File: src/rtl/batalha_pkg.sv
// Shared definitions for the battleship validation stage: piece encodings,
// piece sizes, board side, FSM states and the empty-cell code.
package batalha_pkg;

    localparam int LADO_PADRAO = 8;

    localparam logic [2:0] CELULA_VAZIA = 3'd0;

    typedef enum logic [2:0] {
        SUBMARINO    = 3'd0,
        CRUZADOR     = 3'd1,
        HIDROAVIAO   = 3'd2,
        ENCOURACADO  = 3'd3,
        PORTA_AVIOES = 3'd4
    } tipo_t;

    typedef enum logic [1:0] {
        IDLE      = 2'd0,
        VERIFICA  = 2'd1,
        RESULTADO = 2'd2,
        GRAVA     = 2'd3
    } estado_t;

    // Number of cells per piece; undefined codes behave as a single cell.
    function automatic logic [2:0] tamanho_peca(input logic [2:0] tipo);
        case (tipo)
            SUBMARINO:    return 3'd1;
            CRUZADOR:     return 3'd2;
            HIDROAVIAO:   return 3'd3;
            ENCOURACADO:  return 3'd4;
            PORTA_AVIOES: return 3'd5;
            default:      return 3'd1;
        endcase
    endfunction

endpackage

File: src/rtl/validador_pecas_if.sv
// Bundle between the placement FSM / game-execution stage and the piece
// validator: piece request, check/store status and the board read port.
interface validador_pecas_if;

    logic       valida;
    logic       armazena;
    logic [2:0] tipo;
    logic [3:0] X1;
    logic [3:0] Y1;
    logic       direcao;
    logic [2:0] orientacao;
    logic       jogador;

    logic       conflito;
    logic       verificado;
    logic       ocupado;
    logic       gravado;

    logic       rd_jogador;
    logic [3:0] rd_x;
    logic [3:0] rd_y;
    logic [2:0] rd_celula;

    modport master (
        output valida, armazena, tipo, X1, Y1, direcao, orientacao, jogador,
        output rd_jogador, rd_x, rd_y,
        input  conflito, verificado, ocupado, gravado, rd_celula
    );

    modport slave (
        input  valida, armazena, tipo, X1, Y1, direcao, orientacao, jogador,
        input  rd_jogador, rd_x, rd_y,
        output conflito, verificado, ocupado, gravado, rd_celula
    );

endinterface

File: src/rtl/validador_pecas_gerador_celulas.sv
// Combinational cell walker: offset (dx, dy) of cell k of a piece relative
// to its anchor, plus a flag marking the piece's last cell.
module gerador_celulas
    import batalha_pkg::*;
(
    input  logic              [2:0] tipo,
    input  logic                    direcao,
    input  logic              [2:0] orientacao,
    input  logic              [2:0] k,
    output logic signed       [4:0] dx,
    output logic signed       [4:0] dy,
    output logic                    ultima
);

    // Offset lookup; orientation codes above 3 reuse the orientation-0 shape.
    always_comb begin
        dx     = 5'sd0;
        dy     = 5'sd0;
        ultima = (k == (tamanho_peca(tipo) - 3'd1));
        if (tipo == HIDROAVIAO) begin
            case (orientacao)
                3'd1: begin
                    case (k)
                        3'd1:    begin dx = 5'sd1;  dy = 5'sd1;  end
                        3'd2:    begin dx = 5'sd0;  dy = 5'sd2;  end
                        default: begin dx = 5'sd0;  dy = 5'sd0;  end
                    endcase
                end
                3'd2: begin
                    case (k)
                        3'd1:    begin dx = 5'sd1;  dy = -5'sd1; end
                        3'd2:    begin dx = 5'sd2;  dy = 5'sd0;  end
                        default: begin dx = 5'sd0;  dy = 5'sd0;  end
                    endcase
                end
                3'd3: begin
                    case (k)
                        3'd1:    begin dx = -5'sd1; dy = 5'sd1;  end
                        3'd2:    begin dx = 5'sd0;  dy = 5'sd2;  end
                        default: begin dx = 5'sd0;  dy = 5'sd0;  end
                    endcase
                end
                default: begin
                    case (k)
                        3'd1:    begin dx = 5'sd1;  dy = 5'sd1;  end
                        3'd2:    begin dx = 5'sd2;  dy = 5'sd0;  end
                        default: begin dx = 5'sd0;  dy = 5'sd0;  end
                    endcase
                end
            endcase
        end else begin
            if (direcao) begin
                dy = $signed({2'b00, k});
            end else begin
                dx = $signed({2'b00, k});
            end
        end
    end

endmodule

File: src/rtl/validador_pecas.sv
// Piece validator and board storage. Optional VALIDADOR_ADJACENCIA_EN also
// tests the four orthogonal neighbours of every piece cell.
module validador_pecas
    import batalha_pkg::*;
#(
    parameter int LADO = LADO_PADRAO
)
(
    input  logic               clk,
    input  logic               reset,
    validador_pecas_if.slave   bus
);

    localparam int IW = $clog2(LADO * LADO);
    localparam logic signed [4:0] LADO_S = 5'(LADO);
    localparam logic        [3:0] LADO_U = 4'(LADO);

`ifdef VALIDADOR_ADJACENCIA_EN
    localparam logic [2:0] VIZ_ULT = 3'd4;
`else
    localparam logic [2:0] VIZ_ULT = 3'd0;
`endif

    function automatic logic [IW-1:0] indice(input logic [3:0] x, input logic [3:0] y);
        return IW'((({4'd0, y} - 8'd1) * 8'(LADO)) + ({4'd0, x} - 8'd1));
    endfunction

    estado_t           estado_r;
    estado_t           estado_next_s;
    logic              valida_q_r;
    logic        [2:0] tipo_r;
    logic        [3:0] x1_r;
    logic        [3:0] y1_r;
    logic              dir_r;
    logic        [2:0] ori_r;
    logic              jog_r;
    logic        [2:0] k_r;
    logic        [2:0] viz_r;
    logic              conflito_r;
    logic              verificado_r;
    logic              ocupado_r;
    logic              gravado_r;
    logic        [2:0] rd_celula_r;
    logic        [2:0] tab_r [2][LADO*LADO];

    logic signed [4:0] dx_s;
    logic signed [4:0] dy_s;
    logic              ultima_s;
    logic signed [4:0] vdx_s;
    logic signed [4:0] vdy_s;
    logic signed [4:0] loc_x_s;
    logic signed [4:0] loc_y_s;
    logic              dentro_s;
    logic     [IW-1:0] idx_s;
    logic              ocupada_s;
    logic              conflito_aqui_s;
    logic              fim_verif_s;
    logic              valida_sobe_s;
    logic              rd_ok_s;

    gerador_celulas u_gerador (
        .tipo       (tipo_r),
        .direcao    (dir_r),
        .orientacao (ori_r),
        .k          (k_r),
        .dx         (dx_s),
        .dy         (dy_s),
        .ultima     (ultima_s)
    );

    // Neighbour offset for the location currently tested (0 = the cell itself).
    always_comb begin
        vdx_s = 5'sd0;
        vdy_s = 5'sd0;
        case (viz_r)
            3'd1:    vdx_s = -5'sd1;
            3'd2:    vdx_s = 5'sd1;
            3'd3:    vdy_s = -5'sd1;
            3'd4:    vdy_s = 5'sd1;
            default: vdx_s = 5'sd0;
        endcase
    end

    // Out-of-range sums wrap to negative values, so they still fail the range test.
    assign loc_x_s         = $signed({1'b0, x1_r}) + dx_s + vdx_s;
    assign loc_y_s         = $signed({1'b0, y1_r}) + dy_s + vdy_s;
    assign dentro_s        = (loc_x_s >= 5'sd1) && (loc_x_s <= LADO_S) &&
                             (loc_y_s >= 5'sd1) && (loc_y_s <= LADO_S);
    assign idx_s           = indice(loc_x_s[3:0], loc_y_s[3:0]);
    assign ocupada_s       = dentro_s && (tab_r[jog_r][idx_s] != CELULA_VAZIA);
    // Off-board neighbours are skipped; only the piece cell itself must be on-board.
    assign conflito_aqui_s = (viz_r == 3'd0) ? (!dentro_s || ocupada_s) : ocupada_s;
    assign fim_verif_s     = ultima_s && (viz_r == VIZ_ULT);
    assign valida_sobe_s   = bus.valida && !valida_q_r;
    assign rd_ok_s         = (bus.rd_x != 4'd0) && (bus.rd_x <= LADO_U) &&
                             (bus.rd_y != 4'd0) && (bus.rd_y <= LADO_U);

    // FSM state register.
    always_ff @(posedge clk) begin
        if (reset) begin
            estado_r <= IDLE;
        end else begin
            estado_r <= estado_next_s;
        end
    end

    // FSM next-state; a store request outranks a falling valida.
    always_comb begin
        estado_next_s = estado_r;
        case (estado_r)
            IDLE: begin
                if (valida_sobe_s) begin
                    estado_next_s = VERIFICA;
                end else begin
                    estado_next_s = IDLE;
                end
            end
            VERIFICA: begin
                if (fim_verif_s) begin
                    estado_next_s = RESULTADO;
                end else begin
                    estado_next_s = VERIFICA;
                end
            end
            RESULTADO: begin
                if (bus.armazena) begin
                    if (conflito_r) begin
                        estado_next_s = IDLE;
                    end else begin
                        estado_next_s = GRAVA;
                    end
                end else if (!bus.valida) begin
                    estado_next_s = IDLE;
                end else begin
                    estado_next_s = RESULTADO;
                end
            end
            GRAVA: begin
                if (ultima_s) begin
                    estado_next_s = IDLE;
                end else begin
                    estado_next_s = GRAVA;
                end
            end
            default: estado_next_s = IDLE;
        endcase
    end

    // Piece latch, cell/neighbour walk, sticky conflict and status outputs.
    always_ff @(posedge clk) begin
        if (reset) begin
            valida_q_r   <= 1'b0;
            tipo_r       <= 3'd0;
            x1_r         <= 4'd0;
            y1_r         <= 4'd0;
            dir_r        <= 1'b0;
            ori_r        <= 3'd0;
            jog_r        <= 1'b0;
            k_r          <= 3'd0;
            viz_r        <= 3'd0;
            conflito_r   <= 1'b0;
            verificado_r <= 1'b0;
            ocupado_r    <= 1'b0;
            gravado_r    <= 1'b0;
        end else begin
            valida_q_r   <= bus.valida;
            verificado_r <= (estado_next_s == RESULTADO);
            ocupado_r    <= (estado_next_s == VERIFICA) || (estado_next_s == GRAVA);
            gravado_r    <= (estado_r == GRAVA) && ultima_s;
            case (estado_r)
                IDLE: begin
                    if (valida_sobe_s) begin
                        tipo_r     <= bus.tipo;
                        x1_r       <= bus.X1;
                        y1_r       <= bus.Y1;
                        dir_r      <= bus.direcao;
                        ori_r      <= bus.orientacao;
                        jog_r      <= bus.jogador;
                        k_r        <= 3'd0;
                        viz_r      <= 3'd0;
                        conflito_r <= 1'b0;
                    end
                end
                VERIFICA: begin
                    if (conflito_aqui_s) begin
                        conflito_r <= 1'b1;
                    end
                    if (viz_r == VIZ_ULT) begin
                        viz_r <= 3'd0;
                        k_r   <= fim_verif_s ? 3'd0 : (k_r + 3'd1);
                    end else begin
                        viz_r <= viz_r + 3'd1;
                    end
                end
                RESULTADO: k_r <= 3'd0;
                GRAVA:     k_r <= ultima_s ? 3'd0 : (k_r + 3'd1);
                default:   k_r <= 3'd0;
            endcase
        end
    end

    // Board storage: cleared on reset, one piece cell written per GRAVA cycle.
    always_ff @(posedge clk) begin
        if (reset) begin
            for (int j = 0; j < 2; j++) begin
                for (int i = 0; i < LADO * LADO; i++) begin
                    tab_r[j][i] <= CELULA_VAZIA;
                end
            end
        end else if ((estado_r == GRAVA) && dentro_s) begin
            tab_r[jog_r][idx_s] <= tipo_r + 3'd1;
        end
    end

    // Registered read port; a read colliding with a write sees the old content.
    always_ff @(posedge clk) begin
        if (reset) begin
            rd_celula_r <= CELULA_VAZIA;
        end else if (rd_ok_s) begin
            rd_celula_r <= tab_r[bus.rd_jogador][indice(bus.rd_x, bus.rd_y)];
        end else begin
            rd_celula_r <= CELULA_VAZIA;
        end
    end

    assign bus.conflito   = conflito_r;
    assign bus.verificado = verificado_r;
    assign bus.ocupado    = ocupado_r;
    assign bus.gravado    = gravado_r;
    assign bus.rd_celula  = rd_celula_r;

endmodule

File: src/flat_wrapper.sv
// flat-port wrapper written by rule: the top's interface ports become plain ports
module validador_pecas_flat import batalha_pkg::*;
#(
    parameter int LADO = LADO_PADRAO
)
  (clk, reset, bus_valida, bus_armazena, bus_tipo, bus_X1, bus_Y1, bus_direcao, bus_orientacao, bus_jogador, bus_rd_jogador, bus_rd_x, bus_rd_y, bus_conflito, bus_verificado, bus_ocupado, bus_gravado, bus_rd_celula);
  validador_pecas_if bus_i ();
  input  logic clk;
  input  logic reset;
  input wire logic [$bits(bus_i.valida)-1:0] bus_valida;
  input wire logic [$bits(bus_i.armazena)-1:0] bus_armazena;
  input wire logic [$bits(bus_i.tipo)-1:0] bus_tipo;
  input wire logic [$bits(bus_i.X1)-1:0] bus_X1;
  input wire logic [$bits(bus_i.Y1)-1:0] bus_Y1;
  input wire logic [$bits(bus_i.direcao)-1:0] bus_direcao;
  input wire logic [$bits(bus_i.orientacao)-1:0] bus_orientacao;
  input wire logic [$bits(bus_i.jogador)-1:0] bus_jogador;
  input wire logic [$bits(bus_i.rd_jogador)-1:0] bus_rd_jogador;
  input wire logic [$bits(bus_i.rd_x)-1:0] bus_rd_x;
  input wire logic [$bits(bus_i.rd_y)-1:0] bus_rd_y;
  output wire logic [$bits(bus_i.conflito)-1:0] bus_conflito;
  output wire logic [$bits(bus_i.verificado)-1:0] bus_verificado;
  output wire logic [$bits(bus_i.ocupado)-1:0] bus_ocupado;
  output wire logic [$bits(bus_i.gravado)-1:0] bus_gravado;
  output wire logic [$bits(bus_i.rd_celula)-1:0] bus_rd_celula;
  assign bus_i.valida = bus_valida;
  assign bus_i.armazena = bus_armazena;
  assign bus_i.tipo = bus_tipo;
  assign bus_i.X1 = bus_X1;
  assign bus_i.Y1 = bus_Y1;
  assign bus_i.direcao = bus_direcao;
  assign bus_i.orientacao = bus_orientacao;
  assign bus_i.jogador = bus_jogador;
  assign bus_i.rd_jogador = bus_rd_jogador;
  assign bus_i.rd_x = bus_rd_x;
  assign bus_i.rd_y = bus_rd_y;
  assign bus_conflito = bus_i.conflito;
  assign bus_verificado = bus_i.verificado;
  assign bus_ocupado = bus_i.ocupado;
  assign bus_gravado = bus_i.gravado;
  assign bus_rd_celula = bus_i.rd_celula;
  validador_pecas #(.LADO(LADO)) u_core (.clk(clk), .reset(reset), .bus(bus_i));
endmodule
File: config.mk
export PLATFORM = sky130hd
export DESIGN_NAME = validador_pecas_flat
export DESIGN_NICKNAME = d
export VERILOG_FILES = /design/src/rtl/batalha_pkg.sv /design/src/rtl/validador_pecas_if.sv /design/src/rtl/validador_pecas_gerador_celulas.sv /design/src/rtl/validador_pecas.sv /design/src/flat_wrapper.sv
export SDC_FILE = /design/constraint.sdc
export NUM_CORES = 1
export LEC_CHECK = 0
export BUFFER_PORTS_ARGS = -buffer_cell sky130_fd_sc_hd__clkbuf_2
export CORE_MARGIN = 2
export CORE_UTILIZATION = 40
export DETAILED_ROUTE_END_ITERATION = 12
export GPL_ROUTABILITY_DRIVEN = 1
export MAX_ROUTING_LAYER = met4
export PLACE_DENSITY = 0.54
export SYNTH_ARGS = -nofsm -noshare
export SYNTH_HDL_FRONTEND = slang
export SYNTH_SLANG_ARGS = --single-unit
File: constraint.sdc
create_clock -name clk -period 5.5 [get_ports clk]
set_input_delay 0.825 -clock clk [delete_from_list [all_inputs] [get_ports clk]]
set_output_delay 0.825 -clock clk [all_outputs]
set_load 0.01 [all_outputs]
== Yosys cells after proc, flatten, opt, wreduce, memory -nomap -nowiden ==
Memory sizes are Yosys's and may differ from the RTL's. A register that Yosys moved wholly into a read port is not among the register bits.
Cells that the tools add are included.
Widths: inputs -> output; s select.

* $add $sub $neg: 14
* $lt $le $gt $ge: 9
* Equality and inequality tests: 23
* Muxes and demuxes: 48
* Bitwise operators: 3
* Reduce and logical (&&, ||, !) cells: 29

{| class="wikitable"
|+ Operators by type and width
! cell !! count
|-
| $mux 192 || 3
|-
| $reduce_or 192->1 || 1
|-
| $pmux 5 s2 || 4
|-
| $bmux 3 s6 || 2
|-
| $mux 3 || 12
|-
| $pmux 3 s4 || 2
|-
| $eq 3x2->1 const B || 7
|-
| $add 5x5->5 || 4
|-
| $demux 3 s6 || 1
|-
| $mux 5 || 3
|-
| $ge 7x7->1 const B || 2
|-
| $not 6->7 || 2
|-
| $add 6x6->6 || 2
|-
| $eq 3x1->1 const B || 4
|-
| $logic_and 1x1->1 || 12
|-
| $mux 1 || 12
|-
| $ge 5x2->1 const B || 2
|-
| $le 5x5->1 const B || 2
|-
| $mux 2 || 5
|-
| $sub 4x1->5 const B || 2
|-
| $add 3x1->3 const B || 3
|-
| $sub 3x1->3 const B || 3
|-
| $eq 2x2->1 const B || 4
|-
| $le 4x4->1 const B || 2
|-
| other kinds (20) || 30
|}

* Bits in registers: 32
* Bits in writable memories: 384
* Bits of input ports: 29
* Output and inout bits: 7
* Word-level logic and storage cells: 142
* Memories: 1

{| class="wikitable"
|+ Memory list
! memory !! words !! width !! rd ports !! clocked after memory_dff !! wr ports !! line !! RTL
|-
| u_core.tab_r || 2 || 192 || 2 || 1 || 2 || validador_pecas.sv:44 || <nowiki>logic [2:0] tab_r [2][LADO*LADO];</nowiki>
|}

== Logic depth before layout (Yosys ltp) ==
* Word-level depth: 18
* Mapped depth: 21
* Depth with buffers taken out: 20

== Hierarchy ==
Synthesis repeated with hierarchy kept, for this count alone.

* Cells, all modules: 1676
* Area total of the unflattened synthesis: 22231.3 sq um

{| class="wikitable"
|+ By module, submodules not included
! module !! times used !! cells an instance !! area each (sq um) !! seq. area each (sq um)
|-
| validador_pecas || 1 || 1641 || 21997.3 || 12171.7
|-
| gerador_celulas || 1 || 35 || 234.0 || 0.0
|}

== Worst setup path before layout ==
No wires, ideal clock.

* Kind: register to register
* From: register u_core.tipo_r[0]
* To: memory u_core.tab_r[1][0] (netlist bit) (data pin)
* Setup time: 0.498 ns
* Data arrival time: 5.381 ns
* Required time: 5.002 ns
* Path slack: -0.380 ns
* Stages on the path, launching flop included: 18
* Buffers on the path: 2
* Period minus slack after synthesis: 5.880 ns
* Cells stage by stage: dfxtp_1 > inv_1 > ha_1 > and3_1 > nand2_1 > nor3_1 > a221oi_1 > fa_1 > inv_1 > ha_1 > inv_1 > fa_1 > a31oi_1 > o221ai_1 > or4_4 > buf_6 > buf_2 > nor2_1

{| class="wikitable"
|+ RTL lines
! what !! line !! RTL
|-
| start: declaration || validador_pecas.sv:31 || <nowiki>logic [2:0] tipo_r;</nowiki>
|-
| start signal: assignment || validador_pecas.sv:173 || <nowiki>tipo_r <= bus.tipo;</nowiki>
|-
| end: declaration || validador_pecas.sv:44 ||
|}

==> out/metrics.yaml <==
clocking:
  cts_hold_buf: 0
  clk_latency_ns: 0.59
  cts_tree: "done"
  htreeDepth: 2
  clock-sinks: 416
  cts-root-buf: "clkbuf_16"
  numCtsBuffers: 47
  clockBufferDepth: 3
  clk_pin_slew_ns: 0.06
place:
  gp_congestion: 0.8356
  hpwl_um: 40350
  dp.cells: 2301
  port_buffers: 35
timing:
  worst_pin_slew_ns: 0.9617
  drv_slew: 0
  slew_headroom: 0.3554
  hold_ws_ns: 0.4555
  fin_skew_ns: 0.02069
  hold_viol: 0
  period_needed_ns: 5.234
  finalCritPeriodShare: 0.9516
  setup_viol: 0
  fmax_mhz: 191.1
global_route:
  grt-ovfl-total: 0
  antenna_found_initial: 3
  grt_pass1_wl_um: 93430
  grt_max_degree: 75
  grtUsageTotal: 0.2317
  grt_pass1_vias: 14506
logic_synthesis:
  synth_seq_cells: 416
  ys_seq_area_frac: 0.5693
  synth_nets: 1704
  synth_cells: 1633
  ys.flop_type: "edfxtp_1"
  syn_area_per_cell_um2: 13.09
  ys_warn_count: 0
  synth_cell_types: 66
  netlist_area_um2: 21380
  async_reset_ff_frac: 0
  synth-edff-count: 384
routing:
  vias: 14489
  wl_um: 62500
  route.detailed.drc: 0
  vias_per_cell: 6.065
  drtIter0Drc: 2014
  postRouteAntennaNets: 0
  drt_pass1_iterations: 5
  routedWlPerCell_um: 26.16
critical_path:
  reg2reg_from: "u_core.tipo_r[0]"
  worst-endpoint-required_ns: 5.78
  r2r_cells: 21
  cp-end-kind: "flip-flop"
  startpoint: "u_core.tipo_r[0]"
  cp-start-kind: "flip-flop"
  r2r-end: "u_core.tab_r[0][83]"
  worstSetupPathType: "reg2reg"
  critPathCapture: "u_core.tab_r[0][83]"
  arrival_ns: 5.52
  crit_path_max_fanout: 10
  regToRegSetupSlack_ns: 0.27
finish:
  nFillCells: 4645
  drive_gt1_frac: 0.2338
  seqCellArea_um2: 12180
  final_nets: 1733
  areaGrowthSynthToFinish_pct: 13.40
  multi_input_comb_area_um2: 8647
  stdcell_count: 2389
floorplanning:
  fp-row-count: 84
  die_h_um: 235.2
  die-area_um2: 55320
  core-area_um2: 52660
  boundaryPins: 36
  die_x_um: 235.2
  start_util: 0.4060
job:
  cap_violations: 0
power:
  vdd_drop_max_mv: 0.2213
  leakagePower_nw: 8.864
  power_w: 0.008818
  pwr_density_cell_nw_per_um2: 363.7
worst_hold_path:
  hold_class: "in2reg"
outcome:
  status: "finished clean"
[how the worst min path moves through the flow]
stage	startpoint	to	slack, ns	depth (start not counted)
finish	bus_Y1[0]	u_core.y1_r[0]	0.46	3
CTS	bus_tipo[2]	u_core.tipo_r[2]	0.43	3
global placement	u_core.y1_r[1]	u_core.y1_r[1]	0.45	2
floorplan	u_core.y1_r[1]	u_core.y1_r[1]	0.44	2
global route	bus_Y1[0]	u_core.y1_r[0]	0.44	3
detailed placement	u_core.y1_r[1]	u_core.y1_r[1]	0.46	2
[registers in the layout, indices dropped and copies added (netlist names), 3 cells and up, named ones only]
name                  cells
u_core.viz_r              3
u_core.ori_r              3
u_core.tipo_r             3
u_core.y1_r               4
u_core.bus.rd_celula      3
u_core.tab_r            384
u_core.x1_r               4
u_core.k_r                3
[layer usage]
metal | wire length (um) | vias to the layer above | track usage | share of wire
met5 | 0 | - | - | 0
met4 | 1657 | 0 | 0.07384 | 0.027
met3 | 5375 | 121 | 0.04913 | 0.086
met2 | 29400 | 699 | 0.3623 | 0.47
met1 | 26070 | 7328 | 0.3029 | 0.42
li1 | - | 6341 | - | -
[power by group]
group	switching [W]	total (W)	internal [W]
registers	0.000104	0.00368	0.00358
logic	0.00132	0.00203	0.000711
clock network	0.00127	0.00310	0.00183
[repair_timing]
item                                    CTS  global route
buffers inserted                          0             0
hold endpoints to repair                  0             0
resized for setup                         0            35
endpoints found under the setup margin    0           353
[cell families after synthesis]
group,share of synthesized area
and+or+nand+nor,0.1252
adders and majority gates,0.02914
xor gates and xnor gates,0.008603
buffers and inverters,0.03435
AOI/OAI and AO/OA,0.08380
muxes,0.1496
DFF,0.5693
[cells in the mapped netlist, drive strengths merged, types with 7 or more instances]
cell       n  area, um^2
inv       35       131.4
a31o       7       61.31
xnor2     13       113.9
nor2b     10       62.56
xor2       8       70.07
fa        13       260.3
nor2     308        1161
a31oi      8       50.05
and2       9       56.30
o21ai     16       80.08
a21oi    129       645.6
clkbuf    63       236.5
nor3      82       491.7
nor4b     11       96.34
a21o      64       480.5
nand2     49       191.4
mux2i      8       80.08
ha        29       362.9
a2111oi    7       61.31
mux4     136        3063
dfxtp     32       640.6
nand2b    10       62.56
nor4      49       361.6
buf       67       362.8
edfxtp   384       11530
a211oi    13       97.59
[per-stage QoR]
step                  util  area (um^2)  setup TNS (ns)  worst slack, ns
finish              0.4605        24250               0           0.2661
global route        0.4605        24250         -0.1462         -0.01862
CTS                 0.4584        24140               0          0.07586
detailed placement  0.4296        22620               0          0.07549
global placement    0.4296        22620               0           0.1446
floorplan                -        21380          -51.01          -0.3795
[placed cells by master (no fill, tap or decap), types with 16 or more instances in the layout]
| master | Yosys | final |
|---|---|---|
| buf_4 | 4 | 64 |
| a21o_1 | 64 | 64 |
| mux4_2 | 136 | 136 |
| nor3_1 | 72 | 71 |
| nor4_1 | 43 | 43 |
| nand2_1 | 46 | 45 |
| clkbuf_16 | 0 | 49 |
| a21oi_1 | 129 | 129 |
| inv_1 | 35 | 35 |
| ha_1 | 29 | 29 |
| nor2_2 | 2 | 29 |
| dfxtp_1 | 32 | 31 |
| nor2_1 | 306 | 275 |
| o21ai_0 | 16 | 16 |
| clkbuf_2 | 0 | 32 |
| edfxtp_1 | 384 | 384 |
[critical path: stages (launching register included)]
cell,delay (ns)
dfxtp_1,0.32
inv_1,0.08
ha_1,0.23
and3_1,0.20
nand2_1,0.10
nor2_1,0.06
a221o_1,0.28
fa_1,0.51
ha_1,0.16
inv_1,0.05
fa_1,0.49
nor3b_2,0.23
xnor2_1,0.11
ha_1,0.20
fa_1,0.41
xnor2_2,0.24
xnor2_1,0.09
buf_4,0.17
nor3_2,0.10
buf_4,0.21
and2_0,0.42
a21o_1,0.25
[final cells by class]
cell class / count / share of cell area
inverter: 36 / 0.005573
timing repair buffer: 110 / 0.03726
clock buffer: 56 / 0.05248
multi-input combinational: 1051 / 0.3566
antenna: 3 / 0.0003096
tap: 688 / 0.03550
sequential: 416 / 0.5022
clock inverter: 29 / 0.01006
No activity file was read; power rests on OpenSTA's default activity.
